==> src/rtl/fp_addsub_pipe.sv <==
// fp_addsub_pipe: three-stage pipelined floating-point adder/subtractor with
// valid/ready handshakes on both sides, round-to-nearest-even, subnormals
// flushed to zero and canonical quiet-NaN generation.
//
// Parameters: EXP_W (exponent width, >= 3), MAN_W (stored fraction width, >= 4).
// Ports:
//   clk, rst            rising-edge clock, asynchronous active-high reset
//   in_valid/in_ready   operand handshake; op selects a+b (0) or a-b (1)
//   a, b                operands {sign, exp, frac}
//   out_valid/out_ready result handshake
//   c                   result
//   flags               {invalid, overflow, underflow, inexact}, only when the
//                       FP_ADDSUB_FLAGS_EN macro is defined
module fp_addsub_pipe #(
    parameter int unsigned EXP_W = 8,
    parameter int unsigned MAN_W = 23,
    localparam int unsigned W = 1 + EXP_W + MAN_W
) (
    input  logic         clk,
    input  logic         rst,
    input  logic         in_valid,
    output logic         in_ready,
    input  logic         op,
    input  logic [W-1:0] a,
    input  logic [W-1:0] b,
    output logic         out_valid,
    input  logic         out_ready,
    output logic [W-1:0] c
`ifdef FP_ADDSUB_FLAGS_EN
    ,
    output logic [3:0]   flags
`endif
);
    // Significand layout: {hidden, fraction, guard, round, sticky}.
    localparam int unsigned SIG_W = MAN_W + 4;
    localparam int unsigned LZ_W  = $clog2(SIG_W + 1);
    // Signed exponent width, wide enough for exp + 2 and exp - SIG_W.
    localparam int unsigned EW    = ((EXP_W > LZ_W) ? EXP_W : LZ_W) + 2;
    localparam logic [W-1:0]  QNAN    = {1'b0, {EXP_W{1'b1}}, 1'b1, {(MAN_W-1){1'b0}}};
    localparam logic [EW-1:0] EXP_MAX = {{(EW-EXP_W){1'b0}}, {EXP_W{1'b1}}};

    // Handshake: a stage loads when it is empty or its contents move on.
    logic v1, v2, v3;
    logic en1, en2, en3;
    assign en3       = !v3 || out_ready;
    assign en2       = !v2 || en3;
    assign en1       = !v1 || en2;
    assign in_ready  = en1;
    assign out_valid = v3;

    // ---------------- Stage 1: unpack, classify, swap, align ----------------
    logic             a_s, b_s, a_zero, b_zero, a_inf, b_inf, a_nan, b_nan, swap;
    logic [EXP_W-1:0] a_e, b_e;
    logic [MAN_W-1:0] a_f, b_f;
    logic [W-2:0]     a_mag, b_mag;
    assign a_s    = a[W-1];
    assign b_s    = b[W-1] ^ op;
    assign a_e    = a[W-2:MAN_W];
    assign b_e    = b[W-2:MAN_W];
    assign a_f    = a[MAN_W-1:0];
    assign b_f    = b[MAN_W-1:0];
    assign a_zero = (a_e == '0);
    assign b_zero = (b_e == '0);
    assign a_inf  = (&a_e) && !(|a_f);
    assign b_inf  = (&b_e) && !(|b_f);
    assign a_nan  = (&a_e) && (|a_f);
    assign b_nan  = (&b_e) && (|b_f);
    assign a_mag  = a_zero ? '0 : a[W-2:0];
    assign b_mag  = b_zero ? '0 : b[W-2:0];
    assign swap   = (b_mag > a_mag);

    logic             x_s, x_zero, y_zero, sticky, spec_d, inv_d;
    logic [EXP_W-1:0] x_e, y_e, d;
    logic [MAN_W-1:0] x_f, y_f;
    logic [SIG_W-1:0] xm_d, ym_d, y_sig;
    logic [W-1:0]     spec_val_d;

    always_comb begin
        x_s    = swap ? b_s : a_s;
        x_e    = swap ? b_e : a_e;
        x_f    = swap ? b_f : a_f;
        x_zero = swap ? b_zero : a_zero;
        y_e    = swap ? a_e : b_e;
        y_f    = swap ? a_f : b_f;
        y_zero = swap ? a_zero : b_zero;
        d      = x_e - y_e;
        y_sig  = {1'b1, y_f, 3'b000};
        sticky = 1'b0;
        ym_d   = '0;
        if (y_zero) begin
            ym_d = '0;
        end else if (32'(d) >= SIG_W - 1) begin
            ym_d = {{(SIG_W-1){1'b0}}, 1'b1};
        end else begin
            sticky = |(y_sig & ~({SIG_W{1'b1}} << d));
            ym_d   = (y_sig >> d) | {{(SIG_W-1){1'b0}}, sticky};
        end
        xm_d       = x_zero ? '0 : {1'b1, x_f, 3'b000};
        spec_d     = a_nan || b_nan || a_inf || b_inf;
        inv_d      = a_nan || b_nan || (a_inf && b_inf && (a_s ^ b_s));
        // With any infinity present and no NaN, x is an infinity.
        spec_val_d = inv_d ? QNAN : {x_s, {EXP_W{1'b1}}, {MAN_W{1'b0}}};
    end

    logic             s1_sign, s1_sub, s1_spec;
    logic [EXP_W-1:0] s1_exp;
    logic [SIG_W-1:0] s1_xm, s1_ym;
    logic [W-1:0]     s1_spec_val;
`ifdef FP_ADDSUB_FLAGS_EN
    logic             s1_inv, s2_inv;
    logic [3:0]       flags_d, flags_q;
`endif

    always_ff @(posedge clk or posedge rst) begin
        if (rst) begin
            v1 <= 1'b0; s1_sign <= 1'b0; s1_sub <= 1'b0; s1_spec <= 1'b0;
            s1_exp <= '0; s1_xm <= '0; s1_ym <= '0; s1_spec_val <= '0;
`ifdef FP_ADDSUB_FLAGS_EN
            s1_inv <= 1'b0;
`endif
        end else if (en1) begin
            v1 <= in_valid; s1_sign <= x_s; s1_sub <= a_s ^ b_s; s1_spec <= spec_d;
            s1_exp <= x_e; s1_xm <= xm_d; s1_ym <= ym_d; s1_spec_val <= spec_val_d;
`ifdef FP_ADDSUB_FLAGS_EN
            s1_inv <= inv_d;
`endif
        end
    end

    // ---------------- Stage 2: add/subtract, leading-zero count -------------
    logic [SIG_W:0]  sum_d;
    logic [LZ_W-1:0] lzc_d;
    always_comb begin
        // |x| >= |y| so the difference never goes negative.
        sum_d = s1_sub ? ({1'b0, s1_xm} - {1'b0, s1_ym}) : ({1'b0, s1_xm} + {1'b0, s1_ym});
        lzc_d = LZ_W'(SIG_W);
        for (int i = 0; i < SIG_W; i++) begin
            if (sum_d[i]) lzc_d = LZ_W'(SIG_W - 1 - i);
        end
    end

    logic             s2_sign, s2_sub, s2_spec;
    logic [EXP_W-1:0] s2_exp;
    logic [SIG_W:0]   s2_sum;
    logic [LZ_W-1:0]  s2_lzc;
    logic [W-1:0]     s2_spec_val;

    always_ff @(posedge clk or posedge rst) begin
        if (rst) begin
            v2 <= 1'b0; s2_sign <= 1'b0; s2_sub <= 1'b0; s2_spec <= 1'b0;
            s2_exp <= '0; s2_sum <= '0; s2_lzc <= '0; s2_spec_val <= '0;
`ifdef FP_ADDSUB_FLAGS_EN
            s2_inv <= 1'b0;
`endif
        end else if (en2) begin
            v2 <= v1; s2_sign <= s1_sign; s2_sub <= s1_sub; s2_spec <= s1_spec;
            s2_exp <= s1_exp; s2_sum <= sum_d; s2_lzc <= lzc_d; s2_spec_val <= s1_spec_val;
`ifdef FP_ADDSUB_FLAGS_EN
            s2_inv <= s1_inv;
`endif
        end
    end

    // ---------------- Stage 3: normalise, round, pack -----------------------
    logic [SIG_W-1:0] norm;
    logic [EW-1:0]    e_base, e_norm, e_fin;
    logic [MAN_W+1:0] mant;
    logic [MAN_W-1:0] frac;
    logic             rnd_g, rnd_rs, rnd_up, ovf, unf, zero_sum;
    logic [W-1:0]     c_d, c_q;

    always_comb begin
        e_base = {{(EW-EXP_W){1'b0}}, s2_exp};
        if (s2_sum[SIG_W]) begin
            // Carry out: shift right one, folding the lost bit into sticky.
            norm   = s2_sum[SIG_W:1] | {{(SIG_W-1){1'b0}}, s2_sum[0]};
            e_norm = e_base + EW'(1);
        end else begin
            norm   = s2_sum[SIG_W-1:0] << s2_lzc;
            e_norm = e_base - {{(EW-LZ_W){1'b0}}, s2_lzc};
        end
        rnd_g    = norm[2];
        rnd_rs   = |norm[1:0];
        rnd_up   = rnd_g && (rnd_rs || norm[3]);
        mant     = {1'b0, norm[SIG_W-1:3]} + {{(MAN_W+1){1'b0}}, rnd_up};
        // Rounding carry-out leaves 10...0: renormalise by one.
        e_fin    = mant[MAN_W+1] ? e_norm + EW'(1) : e_norm;
        frac     = mant[MAN_W+1] ? mant[MAN_W:1] : mant[MAN_W-1:0];
        ovf      = !e_fin[EW-1] && (e_fin >= EXP_MAX);
        unf      = e_fin[EW-1] || (e_fin == '0);
        zero_sum = (s2_sum == '0);

        if (s2_spec) begin
            c_d = s2_spec_val;
        end else if (zero_sum) begin
            // Cancellation gives +0; only same-sign zeros keep their sign.
            c_d = {s2_sign && !s2_sub, {(W-1){1'b0}}};
        end else if (ovf) begin
            c_d = {s2_sign, {EXP_W{1'b1}}, {MAN_W{1'b0}}};
        end else if (unf) begin
            c_d = {s2_sign, {(W-1){1'b0}}};
        end else begin
            c_d = {s2_sign, e_fin[EXP_W-1:0], frac};
        end

`ifdef FP_ADDSUB_FLAGS_EN
        flags_d = 4'b0000;
        if (s2_spec) begin
            flags_d = {s2_inv, 3'b000};
        end else if (!zero_sum) begin
            if (ovf)      flags_d = 4'b0101;
            else if (unf) flags_d = 4'b0011;
            else          flags_d = {3'b000, rnd_g || rnd_rs};
        end
`endif
    end

    always_ff @(posedge clk or posedge rst) begin
        if (rst) begin
            v3  <= 1'b0;
            c_q <= '0;
`ifdef FP_ADDSUB_FLAGS_EN
            flags_q <= '0;
`endif
        end else if (en3) begin
            v3  <= v2;
            c_q <= c_d;
`ifdef FP_ADDSUB_FLAGS_EN
            flags_q <= flags_d;
`endif
        end
    end

    assign c = c_q;
`ifdef FP_ADDSUB_FLAGS_EN
    assign flags = flags_q;
`endif

endmodule

==> config.mk <==
export PLATFORM = sky130hd
export DESIGN_NAME = fp_addsub_pipe
export DESIGN_NICKNAME = d
export VERILOG_FILES = /design/src/rtl/fp_addsub_pipe.sv
export SDC_FILE = /design/constraint.sdc
export NUM_CORES = 1
export LEC_CHECK = 0
export BUFFER_PORTS_ARGS = -buffer_cell sky130_fd_sc_hd__buf_2
export CAP_MARGIN = 40
export CELL_PAD_IN_SITES_DETAIL_PLACEMENT = 1
export CELL_PAD_IN_SITES_GLOBAL_PLACEMENT = 1
export CORE_UTILIZATION = 50
export DETAILED_ROUTE_END_ITERATION = 6
export HOLD_SLACK_MARGIN = 0.05
export MAX_ROUTING_LAYER = met4
export PLACE_DENSITY_LB_ADDON = 0.12
export SYNTH_ARGS = -nofsm -noshare
export SYNTH_HDL_FRONTEND = slang
export SYNTH_SLANG_ARGS = --single-unit
==> constraint.sdc <==
create_clock -name clk -period 11.1 [get_ports clk]
set_input_delay 0.555 -clock clk [delete_from_list [all_inputs] [get_ports clk]]
set_output_delay 0.555 -clock clk [all_outputs]
set_load 0.01 [all_outputs]
Yosys cells after proc, flatten, opt, wreduce, memory -nomap -nowiden:

Cells that the tools add are included.
Widths: inputs -> output; s select.

* register bits: 208
* input bits: 69
* output and inout bits: 34

* $add $sub $neg: 7
* magnitude comparators: 3
* shift-type cells: 3
* mux-type cells: 49
* bitwise gates (word level): 6
* reductions and logical operators: 35

Operators by type and width (number)
* $mux 5: 26
* $mux 31: 4
* $mux 27: 4
* $mux 32: 3
* $mux 23: 3
* $or 27x1->27: 2
* $reduce_or 23->1: 2
* $gt 31x31->1: 1
* $add 27x27->28: 1
* $logic_not 28->1: 1
* $mux 28: 1
* $sub 27x27->28: 1
* $and 27x27->27: 1
* $not 27->27: 1
* $reduce_or 27->1: 1
* $shl 27x5->27: 1
* $shl 27x8->27 const A: 1
* $shr 27x8->27: 1
* $add 24x1->25: 1
* $mux 10: 2
* $logic_not 8->1: 2
* $mux 8: 2
* $reduce_and 8->1: 2
* $add 10x1->10 const B: 1
* other kinds (12): 38

Depth between registers and ports, before layout:

* depth after elaboration: 29
* depth in mapped cells: 31
* depth with buffers taken out: 22

Worst setup path before layout:

Ideal clock, no wire load.

* path kind: input -> register
* start point: input b[26]
* end point: register s1_ym[0]
* setup time: 0.124 ns
* arrival: 7.485 ns
* data required time: 10.976 ns
* path slack: 3.491 ns
* stages: 31
* buffers on the path: 11
* cells stage by stage: clkbuf_1 nor4_1 nand2_1 clkbuf_1 and2_1 ha_1 a21oi_1 nand2_1 a211o_1 a2bb2oi_1 a21o_1 clkbuf_1 clkbuf_1 clkbuf_1 clkbuf_1 buf_1 clkbuf_1 nor2_1 a31oi_1 ha_1 nor3_1 and3_1 a2111o_1 nor2_1 clkbuf_1 clkbuf_1 buf_1 nor2_1 o41ai_1 o221ai_1 o31a_1

* cells in the longest elaborated chain, start to end: 12
* elaborated cells on any way between the ends: 17

Ends and longest elaborated chain
* start: declaration: RTL line 25 `input logic [W-1:0] b,`
* $logic_not 8->1: RTL line 63 `assign b_zero = (b_e == '0);`
* $mux 31: RTL line 69 `assign b_mag = b_zero ? '0 : b[W-2:0];`
* $gt 31x31->1: RTL line 70 `assign swap = (b_mag > a_mag);`
* $mux 8 (on tied branches): RTL line 80, 83
* $sub 8x8->8: RTL line 86 `d = x_e - y_e;`
* $shl 27x8->27: RTL line 95 `sticky = |(y_sig & ~({SIG_W{1'b1}} << d));`
* $not 27->27: RTL line 95
* $and 27x27->27: RTL line 95
* $reduce_or 27->1: RTL line 95
* $or 27x1->27: RTL line 96 `ym_d = (y_sig >> d) | {{(SIG_W-1){1'b0}}, sticky};`
* $mux 27: RTL line 92 `end else if (32'(d) >= SIG_W - 1) begin`
* $mux 27 (*): RTL line 90 `if (y_zero) begin`
* end signal: assignment: RTL line 117 `s1_exp <= '0; s1_xm <= '0; s1_ym <= '0; s1_spec_val <= '0;`
* end signal: assignment: RTL line 123 `s1_exp <= x_e; s1_xm <= xm_d; s1_ym <= ym_d; s1_spec_val <= spec_val_d;`
* end: declaration: RTL line 107 `logic [SIG_W-1:0] s1_xm, s1_ym;`

Every way passes the cells marked *; elsewhere a longest branch is shown, timed or not.
A chain may end at the register's enable or synchronous reset.

Final worst setup path:

* start point: input b[29]
* end point: register s1_ym[0]

The elaborated chain is that of the path after synthesis.

==> reports/metrics.cfg <==
[timing]
drv_slew=0
fin_crit_ns=7.35
setup_ws_ns=3.75
rsz0062_at_grt=no
finalHoldViolCount=0
worstMarginPinSlew_ns=0.907
max_freq_ghz=0.136
setup_violations=0
relSlewSlack_pct=39.3
fin_skew_ns=0.0136
setup_tns_ns=0
finalCritPeriodShare_pct=66.2

[clocking]
path_clk_slew_ns=0.07
hold_buffers=0
cts_resized=0
clk_latency_ns=0.44
cts_made_buffers=17
clk_path_buf_depth=2
cts_sinks=147
htree_levels=4
root_buffer=clkbuf_16
cts_setup_buffers=0
cts_tree=built

[die]
die_area_um2=30500
rows=62
die_h_um=175
initial_core_util_pct=51.4
io_pins=103
die_w_um=175
core-area_um2=29000

[placement]
place_congestion=1.00
hpwl_um=40700
port-buffer-count=102
post-place-ws_ns=3.36

[synth]
synthTopCellsByArea=dfrtp_1 25%, nand2_1 9.3%, ha_1 5.5%
synth_cell_type_count=98
synthSimpleGateAreaFrac_pct=26.6
synthXorXnorAreaFrac_pct=5.22
synth-compound-area-share_pct=19.8
avgSynthCellArea_um2=7.94
synth.area.mux_share_pct=13.4
synth_area_leader_cell=dfrtp_1
synth_top_family_by_area=simple AND/OR/NAND/NOR gates
ys_async_sr_fraction_pct=100
synth_cells=1879
yosys_warnings=0
synthFlopType=dfrtp_1
syn-cell-area_um2=14900
seq_area_frac_synth_pct=24.7
synth-edff-count=0
synthAdderAreaFrac_pct=5.74
synthesis.nets=2015
netlist.area_leader.share_pct=24.7
ys_seq_elements=147

[route]
routed_wl_um=53500
ant_nets=0
drt-initial-drc-count=1080
drt_pre_antenna_iters=5
drcViolationCount=0
wl_per_cell_um=23.2
num_vias=15069
via_per_inst=6.53

[worst_setup_path]
end_kind=flip-flop
crit_arrival_ns=7.67
r2r_end=c[10]
cp_slowest_stage_delay_ns=0.74
worst-r2r-cell-count=16
path_common_cell=nand2_1
critPathMaxFanout=24
path_cells=buf_2 > nor4_1 > nand2_1 > and2_1 > ha_1 > a21oi_1 > nand2_1 > a211o_1 > a2bb2oi_1 > a21o_2 > nor2_1 > a31oi_1 > ha_1 > nor3_1 > and3_1 > a2111oi_0 > nand2_1 > o21ai_0 > a31o_2 > o2111ai_1 > or4_1 > o31a_1
crit_slowest_cell=nand2_1
critPathKind=in -> reg
r2r_slack_ns=5.40
startpoint_type=primary input
required_ns=11.42
rr_startpoint=s2_lzc[0]

[global_route]
grt_antenna_before_repair=0
grt_pass1_vias=15649
grtUsageTotal_pct=36.7
grt_max_degree=63
grt_overflow_total=0
grt_pass1_wl_um=86000

[layout]
layout.cells.most_common=nand2_1
diodes=0
layout_common_cells=371 x nand2_1, 147 x dfrtp_1, 129 x nor2_1
finalNetCount=2047
layout-drive-gt1-share_pct=13.3
area_delta_synth_final_pct=9.22
final_core_util_pct=56.2

[power_and_ir_drop]
power.density_nw_per_um2=239
vdd_drop_max_mv=0.105
fin_total_pwr_mw=3.89
power_leakage_nw=7.05

[flow_run]
maxCapViolations=0

[run_status]
status=finished, final reports clean

[hold_path]
hp-class=in -> async

==> worst max path at each step <==
stage,from,cells after the start,endpoint,slack [ns]
floorplan,b[26],31,s1_ym[0],3.49
global placement,b[28],22,s1_ym[0],3.64
detailed placement,b[28],22,s1_ym[0],3.36
CTS,b[29],22,s1_ym[0],3.75
global route,b[28],21,s1_ym[1],3.13
finish,b[29],22,s1_ym[0],3.75
==> cell usage after synthesis (43+ instances only) <==
cell	number
ha_1	66
nand3_1	48
xnor2_1	59
a21oi_1	84
nor2_1	130
clkbuf_1	85
nand2_1	371
inv_1	43
dfrtp_1	147
o21ai_0	107
mux2i_1	75
nor3_1	45
==> per-layer routing <==
layer | vias up | track usage, % | wire, um
li1 | 6940 | - | -
met1 | 7466 | 42.7 | 21700
met2 | 498 | 62.8 | 26600
met3 | 165 | 4.26 | 2490
met4 | 0 | 17.9 | 2730
met5 | - | - | 0
==> logic make-up (layout without fill, tap and decap cells) <==
logic type	after synthesis	after routing
flops	147	147
xor+xnor	89	89
fa+ha+maj	68	68
compound gates	441	441
simple gates	831	831
mux	140	140
buf+inv	163	207
==> through the flow <==
step	area [um^2]	instances	hold slack, ns
floorplan	14900	1879	0.426
global route	16300	2307	0.108
finish	16300	2307	0.0837
CTS	16300	2305	0.0976
detailed placement	15700	2274	0.466
global placement	15600	2270	0.438
==> sequential cells by signal (all words and copies together) (netlist names), 3 cells and up <==
register / count
s1_xm: 24
s1_spec_val: 3
s2_exp: 8
c: 32
s1_ym: 27
s2_lzc: 5
s2_spec_val: 3
s2_sum: 28
s1_exp: 8
==> layout make-up <==
class                   instances  area, um^2
inverters                      46         178
flip-flops and latches        147        3680
multi-input cells            1569       10600
well taps                     384         480
fillers                      3608       12700
repair buffers                130         761
clock inverters                11         178
clock buffers                  20         447
==> where the power goes <==
part           leakage [nW]  switching, mW  internal (mW)
clock                 0.293          0.246          0.383
combinational          4.94           1.40          0.986
sequential             1.81          0.193          0.682
==> critical path: cells and delay by family <==
kind,cells,cell delay [ns]
buf+inv,1,0.15
compound gates,10,3.37
fa+ha+maj,2,0.62
simple gates,9,2.95
No activity file was read; power rests on OpenSTA's default activity.
